[src/rtl/led_mode_if.sv]
// Key inputs and registered LED-control outputs of the waterfall mode controller.
interface led_mode_if;
  logic       key_mode_n;
  logic       key_pause_n;
  logic       S;
  logic       S1;
  logic       S0;
  logic [7:0] D;
  logic       stop_n;
  logic [1:0] mode;

  modport master (output key_mode_n, key_pause_n,
                  input  S, S1, S0, D, stop_n, mode);
  modport slave  (input  key_mode_n, key_pause_n,
                  output S, S1, S0, D, stop_n, mode);
endinterface

[src/rtl/led_mode_ctrl.sv]
// Debounced mode/pause keys driving the waterfall select, shift-register mode and counter enable.
// state | meaning:  DEC decoder path | SHL load then shift left | SHR load then shift right | HOLD register frozen

module led_key_deb #(
  parameter int unsigned DEB_CNT = 1_000_000
) (
  input  logic clk,
  input  logic rst_n,
  input  logic key_n,
  output logic press
);
  localparam int unsigned CW = (DEB_CNT > 1) ? $clog2(DEB_CNT) : 1;
  localparam logic [CW-1:0] TC = CW'(DEB_CNT - 1);

  logic [1:0]    sync_q;
  logic          level;
  logic [CW-1:0] cnt;

  always_ff @(posedge clk) begin
    if (!rst_n) begin
      sync_q <= 2'b11;
      level  <= 1'b1;
      cnt    <= '0;
    end else begin
      sync_q <= {sync_q[0], key_n};
      if (sync_q[1] == level) begin
        cnt <= '0;
      end else if (cnt == TC) begin
        level <= sync_q[1];
        cnt   <= '0;
      end else begin
        cnt <= cnt + 1'b1;
      end
    end
  end

  // Pulse in the cycle the new low level is accepted, so the FSM acts on the same edge.
  assign press = (sync_q[1] != level) && (cnt == TC) && !sync_q[1];
endmodule

module led_mode_ctrl #(
  parameter int unsigned DEB_CNT  = 1_000_000,
  parameter int unsigned LOAD_CNT = 50_000_000
) (
  input logic       clk,
  input logic       rst_n,
  led_mode_if.slave bus
);
  localparam logic [1:0] ST_DEC  = 2'd0;
  localparam logic [1:0] ST_SHL  = 2'd1;
  localparam logic [1:0] ST_SHR  = 2'd2;
  localparam logic [1:0] ST_HOLD = 2'd3;

  localparam logic [1:0] SEL_HOLD  = 2'b00;
  localparam logic [1:0] SEL_RIGHT = 2'b01;
  localparam logic [1:0] SEL_LEFT  = 2'b10;
  localparam logic [1:0] SEL_LOAD  = 2'b11;

  localparam int unsigned LW = (LOAD_CNT > 1) ? $clog2(LOAD_CNT) : 1;

  logic          ev_mode;
  logic          ev_pause;
  logic [1:0]    state, state_nx;
  logic          paused, paused_nx;
  logic          in_load, in_load_nx;
  logic [LW-1:0] load_cnt, load_cnt_nx;
  logic [1:0]    sel_nx;
  logic [7:0]    d_nx;

  led_key_deb #(.DEB_CNT(DEB_CNT)) u_deb_mode (
    .clk   (clk),
    .rst_n (rst_n),
    .key_n (bus.key_mode_n),
    .press (ev_mode)
  );

  led_key_deb #(.DEB_CNT(DEB_CNT)) u_deb_pause (
    .clk   (clk),
    .rst_n (rst_n),
    .key_n (bus.key_pause_n),
    .press (ev_pause)
  );

  // A mode press wins over pause, clears paused and aborts any running load phase.
  always_comb begin
    state_nx    = state;
    paused_nx   = paused;
    in_load_nx  = in_load;
    load_cnt_nx = load_cnt;
    if (ev_mode) begin
      state_nx    = state + 2'd1;
      paused_nx   = 1'b0;
      in_load_nx  = (state_nx == ST_SHL) || (state_nx == ST_SHR);
      load_cnt_nx = in_load_nx ? LW'(LOAD_CNT - 1) : '0;
    end else begin
      if (ev_pause) paused_nx = !paused;
      if (in_load) begin
        if (load_cnt == '0) in_load_nx  = 1'b0;
        else                load_cnt_nx = load_cnt - 1'b1;
      end
    end
  end

  always_comb begin
    sel_nx = SEL_HOLD;
    d_nx   = 8'h00;
    case (state_nx)
      ST_SHL: begin
        d_nx   = 8'h01;
        sel_nx = in_load_nx ? SEL_LOAD : (paused_nx ? SEL_HOLD : SEL_LEFT);
      end
      ST_SHR: begin
        d_nx   = 8'h80;
        sel_nx = in_load_nx ? SEL_LOAD : (paused_nx ? SEL_HOLD : SEL_RIGHT);
      end
      default: ;
    endcase
  end

  always_ff @(posedge clk) begin
    if (!rst_n) begin
      state            <= ST_DEC;
      paused           <= 1'b0;
      in_load          <= 1'b0;
      load_cnt         <= '0;
      bus.S            <= 1'b1;
      {bus.S1, bus.S0} <= SEL_HOLD;
      bus.D            <= 8'h00;
      bus.stop_n       <= 1'b1;
    end else begin
      state            <= state_nx;
      paused           <= paused_nx;
      in_load          <= in_load_nx;
      load_cnt         <= load_cnt_nx;
      bus.S            <= (state_nx == ST_DEC);
      {bus.S1, bus.S0} <= sel_nx;
      bus.D            <= d_nx;
      bus.stop_n       <= !((state_nx == ST_DEC) && paused_nx);
    end
  end

  assign bus.mode = state;
endmodule

[src/flat_wrapper.sv]
// flat-port wrapper written by rule: the top's interface ports become plain ports
module led_mode_ctrl_flat 
#(
  parameter int unsigned DEB_CNT  = 1_000_000,
  parameter int unsigned LOAD_CNT = 50_000_000
)
  (clk, rst_n, bus_key_mode_n, bus_key_pause_n, bus_S, bus_S1, bus_S0, bus_D, bus_stop_n, bus_mode);
  led_mode_if bus_i ();
  input logic clk;
  input logic rst_n;
  input wire logic [$bits(bus_i.key_mode_n)-1:0] bus_key_mode_n;
  input wire logic [$bits(bus_i.key_pause_n)-1:0] bus_key_pause_n;
  output wire logic [$bits(bus_i.S)-1:0] bus_S;
  output wire logic [$bits(bus_i.S1)-1:0] bus_S1;
  output wire logic [$bits(bus_i.S0)-1:0] bus_S0;
  output wire logic [$bits(bus_i.D)-1:0] bus_D;
  output wire logic [$bits(bus_i.stop_n)-1:0] bus_stop_n;
  output wire logic [$bits(bus_i.mode)-1:0] bus_mode;
  assign bus_i.key_mode_n = bus_key_mode_n;
  assign bus_i.key_pause_n = bus_key_pause_n;
  assign bus_S = bus_i.S;
  assign bus_S1 = bus_i.S1;
  assign bus_S0 = bus_i.S0;
  assign bus_D = bus_i.D;
  assign bus_stop_n = bus_i.stop_n;
  assign bus_mode = bus_i.mode;
  led_mode_ctrl #(.DEB_CNT(DEB_CNT), .LOAD_CNT(LOAD_CNT)) u_core (.clk(clk), .rst_n(rst_n), .bus(bus_i));
endmodule
[config.mk]
export PLATFORM = sky130hd
export DESIGN_NAME = led_mode_ctrl_flat
export DESIGN_NICKNAME = d
export VERILOG_FILES = /design/src/rtl/led_mode_if.sv /design/src/rtl/led_mode_ctrl.sv /design/src/flat_wrapper.sv
export SDC_FILE = /design/constraint.sdc
export NUM_CORES = 1
export LEC_CHECK = 0
export ABC_AREA = 1
export ABC_CLOCK_PERIOD_IN_PS = 3600
export CORE_ASPECT_RATIO = 0.75
export CORE_MARGIN = 5
export CORE_UTILIZATION = 25
export DETAILED_ROUTE_END_ITERATION = 8
export PLACE_DENSITY = 0.39
export SYNTH_ARGS = -nofsm -noshare
export SYNTH_HDL_FRONTEND = slang
export SYNTH_SLANG_ARGS = --single-unit
[constraint.sdc]
create_clock -name clk -period 3.6 [get_ports clk]
set_input_delay 0.36 -clock clk [delete_from_list [all_inputs] [get_ports clk]]
set_output_delay 0.36 -clock clk [all_outputs]
set_load 0.1 [all_outputs]
==> results of run 1 <==
per-layer routing:
| metal | part of all wire (%) | global-route usage, % | routed length, um | up-vias |
|---|---|---|---|---|
| met5 | 0 | 0 | 0 | - |
| met4 | 1.4 | 3.46 | 144 | 0 |
| met3 | 4.8 | 3.47 | 500 | 13 |
| met2 | 37 | 15.7 | 3880 | 74 |
| met1 | 57 | 16.4 | 5960 | 1688 |
| li1 | - | - | - | 2012 |
flip-flops by register name, summed over array words and instances, names as in the netlist:
| name | count |
|---|---|
| u_core.bus.D | 2 |
| u_core.bus.S | 1 |
| u_core.bus.S0 | 1 |
| u_core.bus.S1 | 1 |
| u_core.bus.mode | 2 |
| u_core.bus.stop_n | 1 |
| u_core.in_load | 1 |
| u_core.load_cnt | 26 |
| u_core.paused | 1 |
| u_core.u_deb_mode.cnt | 20 |
| u_core.u_deb_mode.level | 1 |
| u_core.u_deb_mode.sync_q | 2 |
| u_core.u_deb_pause.cnt | 20 |
| u_core.u_deb_pause.level | 1 |
| u_core.u_deb_pause.sync_q | 2 |
power by group through the flow:
stage | logic (mW) | clock network, mW | registers (mW)
5_1_grt | 0.0551 | 0.970 | 0.911
2_1_floorplan | 0.0474 | 0 | 0.931
3_3_place_gp | 0.0519 | 0 | 0.931
4_1_cts | 0.0521 | 0.939 | 0.911
6_report | 0.0513 | 0.902 | 0.911
3_5_place_dp | 0.0520 | 0 | 0.931
worst register-to-register path: cells and delay by family, from the launching register on:
family	cells	cell delay [ns]
adders and majority gates	2	0.47
buffers and inverters	3	0.32
DFF	1	0.35
and+or+nand+nor	8	1.25
stage by stage:
stage                     worst slack, ns  power [mW]  hold slack, ns  cell area, um^2
after floorplan                      1.54       0.979           0.393             4290
after global placement               1.20       0.983           0.402             4580
after detailed placement             1.16       0.983           0.400             4580
after CTS                            1.15        1.90           0.415             4870
after global routing                0.922        1.94           0.432             4870
final                                1.17        1.86           0.413             4870
layout by cell type (no fill, tap or decap), types with 2 or more instances in the layout:
| master | n |
|---|---|
| xnor2_1 | 8 |
| nor2_2 | 4 |
| a21oi_1 | 28 |
| nor3b_1 | 2 |
| o211ai_1 | 2 |
| a21oi_2 | 5 |
| xor2_1 | 13 |
| clkbuf_16 | 9 |
| inv_2 | 4 |
| clkbuf_8 | 4 |
| conb_1 | 6 |
| ha_1 | 7 |
| nand4_1 | 11 |
| or2_2 | 10 |
| nand3_1 | 34 |
| o21bai_1 | 2 |
| dfxtp_1 | 82 |
| nor4_1 | 2 |
| inv_1 | 78 |
| nor2_1 | 131 |
| nor3_1 | 17 |
| nand2_4 | 3 |
| clkdlybuf4s50_1 | 11 |
| nand2_1 | 130 |
| and3_1 | 2 |
| o21ai_0 | 27 |
cell type report:
cell class	instances	share of cell area (%)
flip-flops and latches	82	33.7
inverters	82	6.32
well taps	215	5.52
multi-input cells	459	46.1
repair buffers	12	2.41
clock buffers	14	5.83
clock inverters	1	0.154
worst max-delay path by stage:
| stage | startpoint | endpoint | slack (ns) | depth (start not counted) |
|---|---|---|---|---|
| 2_1_floorplan | u_core.u_deb_mode.cnt[0]$_SDFF_PP0_ | u_core.bus.S$_SDFF_PN1_ | 1.54 | 10 |
| 3_3_place_gp | u_core.u_deb_mode.cnt[0]$_SDFF_PP0_ | u_core.bus.S1$_SDFF_PN0_ | 1.20 | 13 |
| 3_5_place_dp | u_core.u_deb_mode.cnt[0]$_SDFF_PP0_ | u_core.bus.S1$_SDFF_PN0_ | 1.16 | 13 |
| 4_1_cts | u_core.u_deb_mode.cnt[0]$_SDFF_PP0_ | u_core.bus.S1$_SDFF_PN0_ | 1.15 | 13 |
| 5_1_grt | u_core.u_deb_mode.cnt[0]$_SDFF_PP0_ | u_core.bus.S0$_SDFF_PN0_ | 0.92 | 11 |
| 6_report | u_core.u_deb_mode.cnt[0]$_SDFF_PP0_ | u_core.bus.S1$_SDFF_PN0_ | 1.17 | 13 |
cell families (layout without fill, tap and decap cells):
kind of cell,after synthesis,after routing
flops,82,82
simple gates,358,358
compound gates,67,67
buf+inv,97,109
other cells,1,6
fa+ha+maj,7,7
xor+xnor,21,21
==> impl_metrics.json, run 1 <==
{
  "status": "complete, no violations",
  "critPathLaunchType": "flop",
  "grt_pass1_vias": 3517,
  "switching_share_pct": 21.8,
  "seq_area_frac_synth_pct": 38.4,
  "crit_chain": "ha_1 > nand3_1 > nor3_4 > nand3_4 > inv_2 > nand3_1 > nand2_1 > inv_1 > ha_1 > nand2_1 > nor2_1 > nand2_1 > inv_1",
  "cp_data_required_time_ns": 3.89,
  "synth-async-reset-ratio_pct": 0,
  "path_buf_inv": 3,
  "fin_setup_tns_ns": 0,
  "p_clk_share_pct": 48.4,
  "die_h_um": 123,
  "dpl.hpwl_um": 7910,
  "syn_area_per_cell_um2": 6.75,
  "drt_first_pass_iters": 5,
  "p_int_mw": 1.46,
  "p_leak_nw": 2.06,
  "synth-simple-area-share_pct": 37.0,
  "via_count": 3787,
  "num_antenna_cells": 0,
  "drtAntennaViolNets": 0,
  "crit_top_cell": "nand2_1",
  "numPortBuffers": 11,
  "yosysWarnings": 0,
  "reg2reg_from": "u_core.u_deb_mode.cnt[0]$_SDFF_PP0_",
  "ff2ff_path_depth": 13,
  "p_sw_mw": 0.407,
  "synth_top_area_share_pct": 38.4,
  "clk_pin_slew_ns": 0.06,
  "max_clock_freq_ghz": 0.411,
  "slowest_stage": "dfxtp_1",
  "rsz0062_at_grt": "false",
  "die_area_um2": 19800,
  "reg2reg_slack_ns": 1.17,
  "power_frac_comb_pct": 2.8,
  "hold_violations": 0,
  "place_congestion": 0.813,
  "clk-insertion-delay-late_ns": 0.34,
  "finalCriticalPeriod_ns": 2.43,
  "num_io_pins": 18,
  "fin_worst_skew_ns": 0.0102,
  "holdPathStages": 1,
  "arrival_ns": 2.72,
  "ir_drop_uv": 154,
  "crit_fanout": 19,
  "grt.total_usage_pct": 11.2,
  "area_delta_synth_final_pct": 14.1,
  "wire_per_inst_um": 12.1,
  "overflow": 0,
  "antenna_found_initial": 0,
  "viasPerCell": 4.38,
  "worstHoldPathType": "flop to flop",
  "pwr-share-seq_pct": 48.9,
  "max_stage_delay_ns": 0.35,
  "synth_cells": 633,
  "dp.cells": 850,
  "tightest_slew_ns": 1.03,
  "drt_iter0_drc": 240,
  "grt_pass1_wl_um": 17700,
  "synth_top_family_by_area": "simple AND/OR/NAND/NOR gates",
  "synthMuxAreaShare_pct": 0,
  "slew_violations": 0,
  "synth_most_common_cell": "nor2_1",
  "power_density_nw_per_um2": 383,
  "timing.final.crit_share_pct": 67.6,
  "fin_nets": 657,
  "synth_area_leader_cell": "dfxtp_1",
  "yosys.area_share.xor_xnor_pct": 4.31,
  "num_rows": 41,
  "cts_made_buffers": 9,
  "critPathKind": "flop to flop",
  "htreeDepth": 3,
  "fillers": 1806,
  "synthAdderAreaFrac_pct": 2.05,
  "cts_setup_buffers": 0,
  "syn_area_um2": 4270,
  "wl_um": 10500,
  "hold_buffers": 0,
  "relSlewSlack_pct": 31.3,
  "ys_ff_latch": 82,
  "cts_resized": 0,
  "synth.distinct_cells": 42,
  "setup_viol": 0,
  "fin_util_pct": 29.1,
  "rr_endpoint": "u_core.bus.S1$_SDFF_PN0_",
  "layout-drive-gt1-share_pct": 7.38,
  "grt_max_degree": 25,
  "synth_edf_count": 0,
  "clock-sinks": 82,
  "critical_path.endpoint_type": "flop",
  "hp-start": "u_core.u_deb_pause.sync_q[0]$_SDFF_PN1_",
  "ys.flop_type": "dfxtp_1",
  "max-cap-violations": 0,
  "synth_compound_area_share_pct": 8.67,
  "cts-root-buf": "clkbuf_16",
  "yosys-top-cells-count": "nor2_1 (131), nand2_1 (130), dfxtp_1 (82)",
  "cts_tree": "done",
  "synth_area_leaders": "dfxtp_1 (38%), nor2_1 (12%), nand2_1 (11%)",
  "regArea_um2": 1640,
  "die_w_um": 161,
  "drc": 0,
  "core_um2": 16800,
  "multi_input_area_um2": 2250,
  "start_util_pct": 25.5,
  "cts.path.max_buffers": 2,
  "cp_top_family": "simple AND/OR/NAND/NOR gates",
  "final_cell_count_no_fill": 865,
  "whs_endpoint": "u_core.u_deb_pause.sync_q[1]$_SDFF_PN1_"
}
No activity file was read; power rests on OpenSTA's default activity.
==> run 2, diff against run 1 <==
ABC_CLOCK_PERIOD_IN_PS = 2400   (was 3600)
clock period = 2.4 ns   (was 3.6 ns; I/O delays follow)
==> impl_metrics.json, run 2 (synthesis results as in run 1) <==
{
  "cts-root-buf": "clkbuf_16",
  "layout-drive-gt1-share_pct": 9.88,
  "stdcell_area_um2": 4930,
  "die_area_um2": 19800,
  "slew_violations": 0,
  "final_common_cell": "nor2_1",
  "critPathKind": "flop to flop",
  "cts_tree": "done",
  "grt_max_degree": 25,
  "cts_made_buffers": 9,
  "tightest_slew_ns": 0.551,
  "top_register": "u_core.load_cnt",
  "numPortBuffers": 11,
  "num_antenna_cells": 0,
  "grt_pass1_wl_um": 17700,
  "multi_input_area_um2": 2250,
  "drtAntennaViolNets": 0,
  "rsz0062_at_grt": "false",
  "hold_buffers": 0,
  "hold_violations": 0,
  "grt_pass1_vias": 3530,
  "fin_nets": 664,
  "reg_top3": "u_core.load_cnt: 26 flops, u_core.u_deb_mode.cnt: 20 flops, u_core.u_deb_pause.cnt: 20 flops",
  "core_um2": 16800,
  "die_w_um": 161,
  "drt_iter0_drc": 204,
  "worstHoldPathType": "flop to flop",
  "area_delta_synth_final_pct": 15.4,
  "drc": 0,
  "die_h_um": 123,
  "dpl.hpwl_um": 8100,
  "crit_fanout": 5,
  "num_io_pins": 18,
  "start_util_pct": 25.5,
  "via_count": 3734,
  "status": "complete, no violations",
  "cts.path.max_buffers": 2,
  "ir_drop_uv": 336,
  "layout_common_cells": "nor2_1 (131), nand2_1 (130), dfxtp_1 (82)",
  "finalCriticalPeriod_ns": 2.09,
  "power_density_nw_per_um2": 587,
  "overflow": 0,
  "max_stage_delay_ns": 0.37,
  "cp_data_required_time_ns": 2.64,
  "relSlewSlack_pct": 63.0,
  "cts_resized": 0,
  "fin_setup_tns_ns": 0,
  "regArea_um2": 1640,
  "arrival_ns": 2.33,
  "dpl_cell_area_um2": 4610,
  "antenna_found_initial": 0,
  "clk-insertion-delay-late_ns": 0.35,
  "slowest_stage": "xor2_1",
  "grt.total_usage_pct": 11.2,
  "max_clock_freq_ghz": 0.479,
  "wire_per_inst_um": 12.0,
  "critical_path.endpoint_type": "flop",
  "fin_worst_skew_ns": 0.0119,
  "viasPerCell": 4.28,
  "largest_register_ffs": 26,
  "setup_viol": 0,
  "final_cell_count_no_fill": 873,
  "fillers": 1843,
  "cts_setup_buffers": 0,
  "dp.cells": 857,
  "wl_um": 10500,
  "htreeDepth": 3,
  "drt_first_pass_iters": 4,
  "holdWs_ns": 0.408,
  "clock-sinks": 82,
  "place_congestion": 0.848,
  "timing.final.crit_share_pct": 87.0,
  "critPathLaunchType": "flop",
  "crit_chain": "ha_1 > nand3_1 > nor3_4 > nand3_4 > xor2_1 > inv_1 > ha_1 > nand2_1 > nand2_1 > nand2_1 > inv_1",
  "crit_top_cell": "nand2_1",
  "clk_pin_slew_ns": 0.07,
  "num_rows": 41,
  "max-cap-violations": 0,
  "p_leak_nw": 2.12
}
## run 2: cell types whose count changed in the layout (fill, tap and decap cells not counted), sizes merged
| cell | change |
|---|---|
| clkdlybuf4s50 | -8 |
| buf | +15 |
| clkinvlp | -1 |
| bufinv | +1 |
| clkinv | +3 |
| inv | +2 |
| clkbuf | -4 |
## run 2: area by class of cell
| class | instances | share of cell area [%] |
|---|---|---|
| Tap cell | 215 | 5.46 |
| Inverter | 82 | 6.25 |
| Sequential cell | 82 | 33.3 |
| Clock inverter | 6 | 1.50 |
| Multi-Input combinational cell | 459 | 45.6 |
| Timing Repair Buffer | 19 | 3.05 |
| Clock buffer | 10 | 4.85 |
## run 2: worst paths after layout
kind,start,to,slack [ns],cells past startpoint
worst max-delay path,u_core.u_deb_mode.cnt[0]$_SDFF_PP0_,u_core.bus.S0$_SDFF_PN0_,0.31,11
worst min-delay path,u_core.u_deb_pause.sync_q[0]$_SDFF_PN1_,u_core.u_deb_pause.sync_q[1]$_SDFF_PN1_,0.41,1
worst max register to register,u_core.u_deb_mode.cnt[0]$_SDFF_PP0_,u_core.bus.S0$_SDFF_PN0_,0.31,11
worst min register to register,u_core.u_deb_pause.sync_q[0]$_SDFF_PN1_,u_core.u_deb_pause.sync_q[1]$_SDFF_PN1_,0.41,1
## run 2: per-stage QoR
step	util [%]	setup slack, ns	power (mW)
after floorplan	-	0.342	1.47
after global placement	27.5	0.352	1.48
after detailed placement	27.5	0.319	1.48
after CTS	29.4	0.289	2.95
after global routing	29.4	0.0511	3.01
final	29.4	0.312	2.89
## run 2: metal layers
metal  GRT usage, %  wire length [um]
met5              0                 0
met4           3.57               136
met3           3.13               387
met2           16.4              4180
met1           16.0              5760
## run 2: power breakdown
part	total, mW	internal (mW)	switching [mW]
clock network	1.44	0.847	0.597
logic	0.0812	0.0146	0.0666
registers	1.37	1.36	0.00157
total	2.89	2.23	0.665
## run 2: worst max-delay path: cells and delay by family, from the launching register on
kind,cells,cell delay [ns]
flops,1,0.35
buf+inv,2,0.12
xor+xnor,1,0.37
simple gates,6,0.70
fa+ha+maj,2,0.43
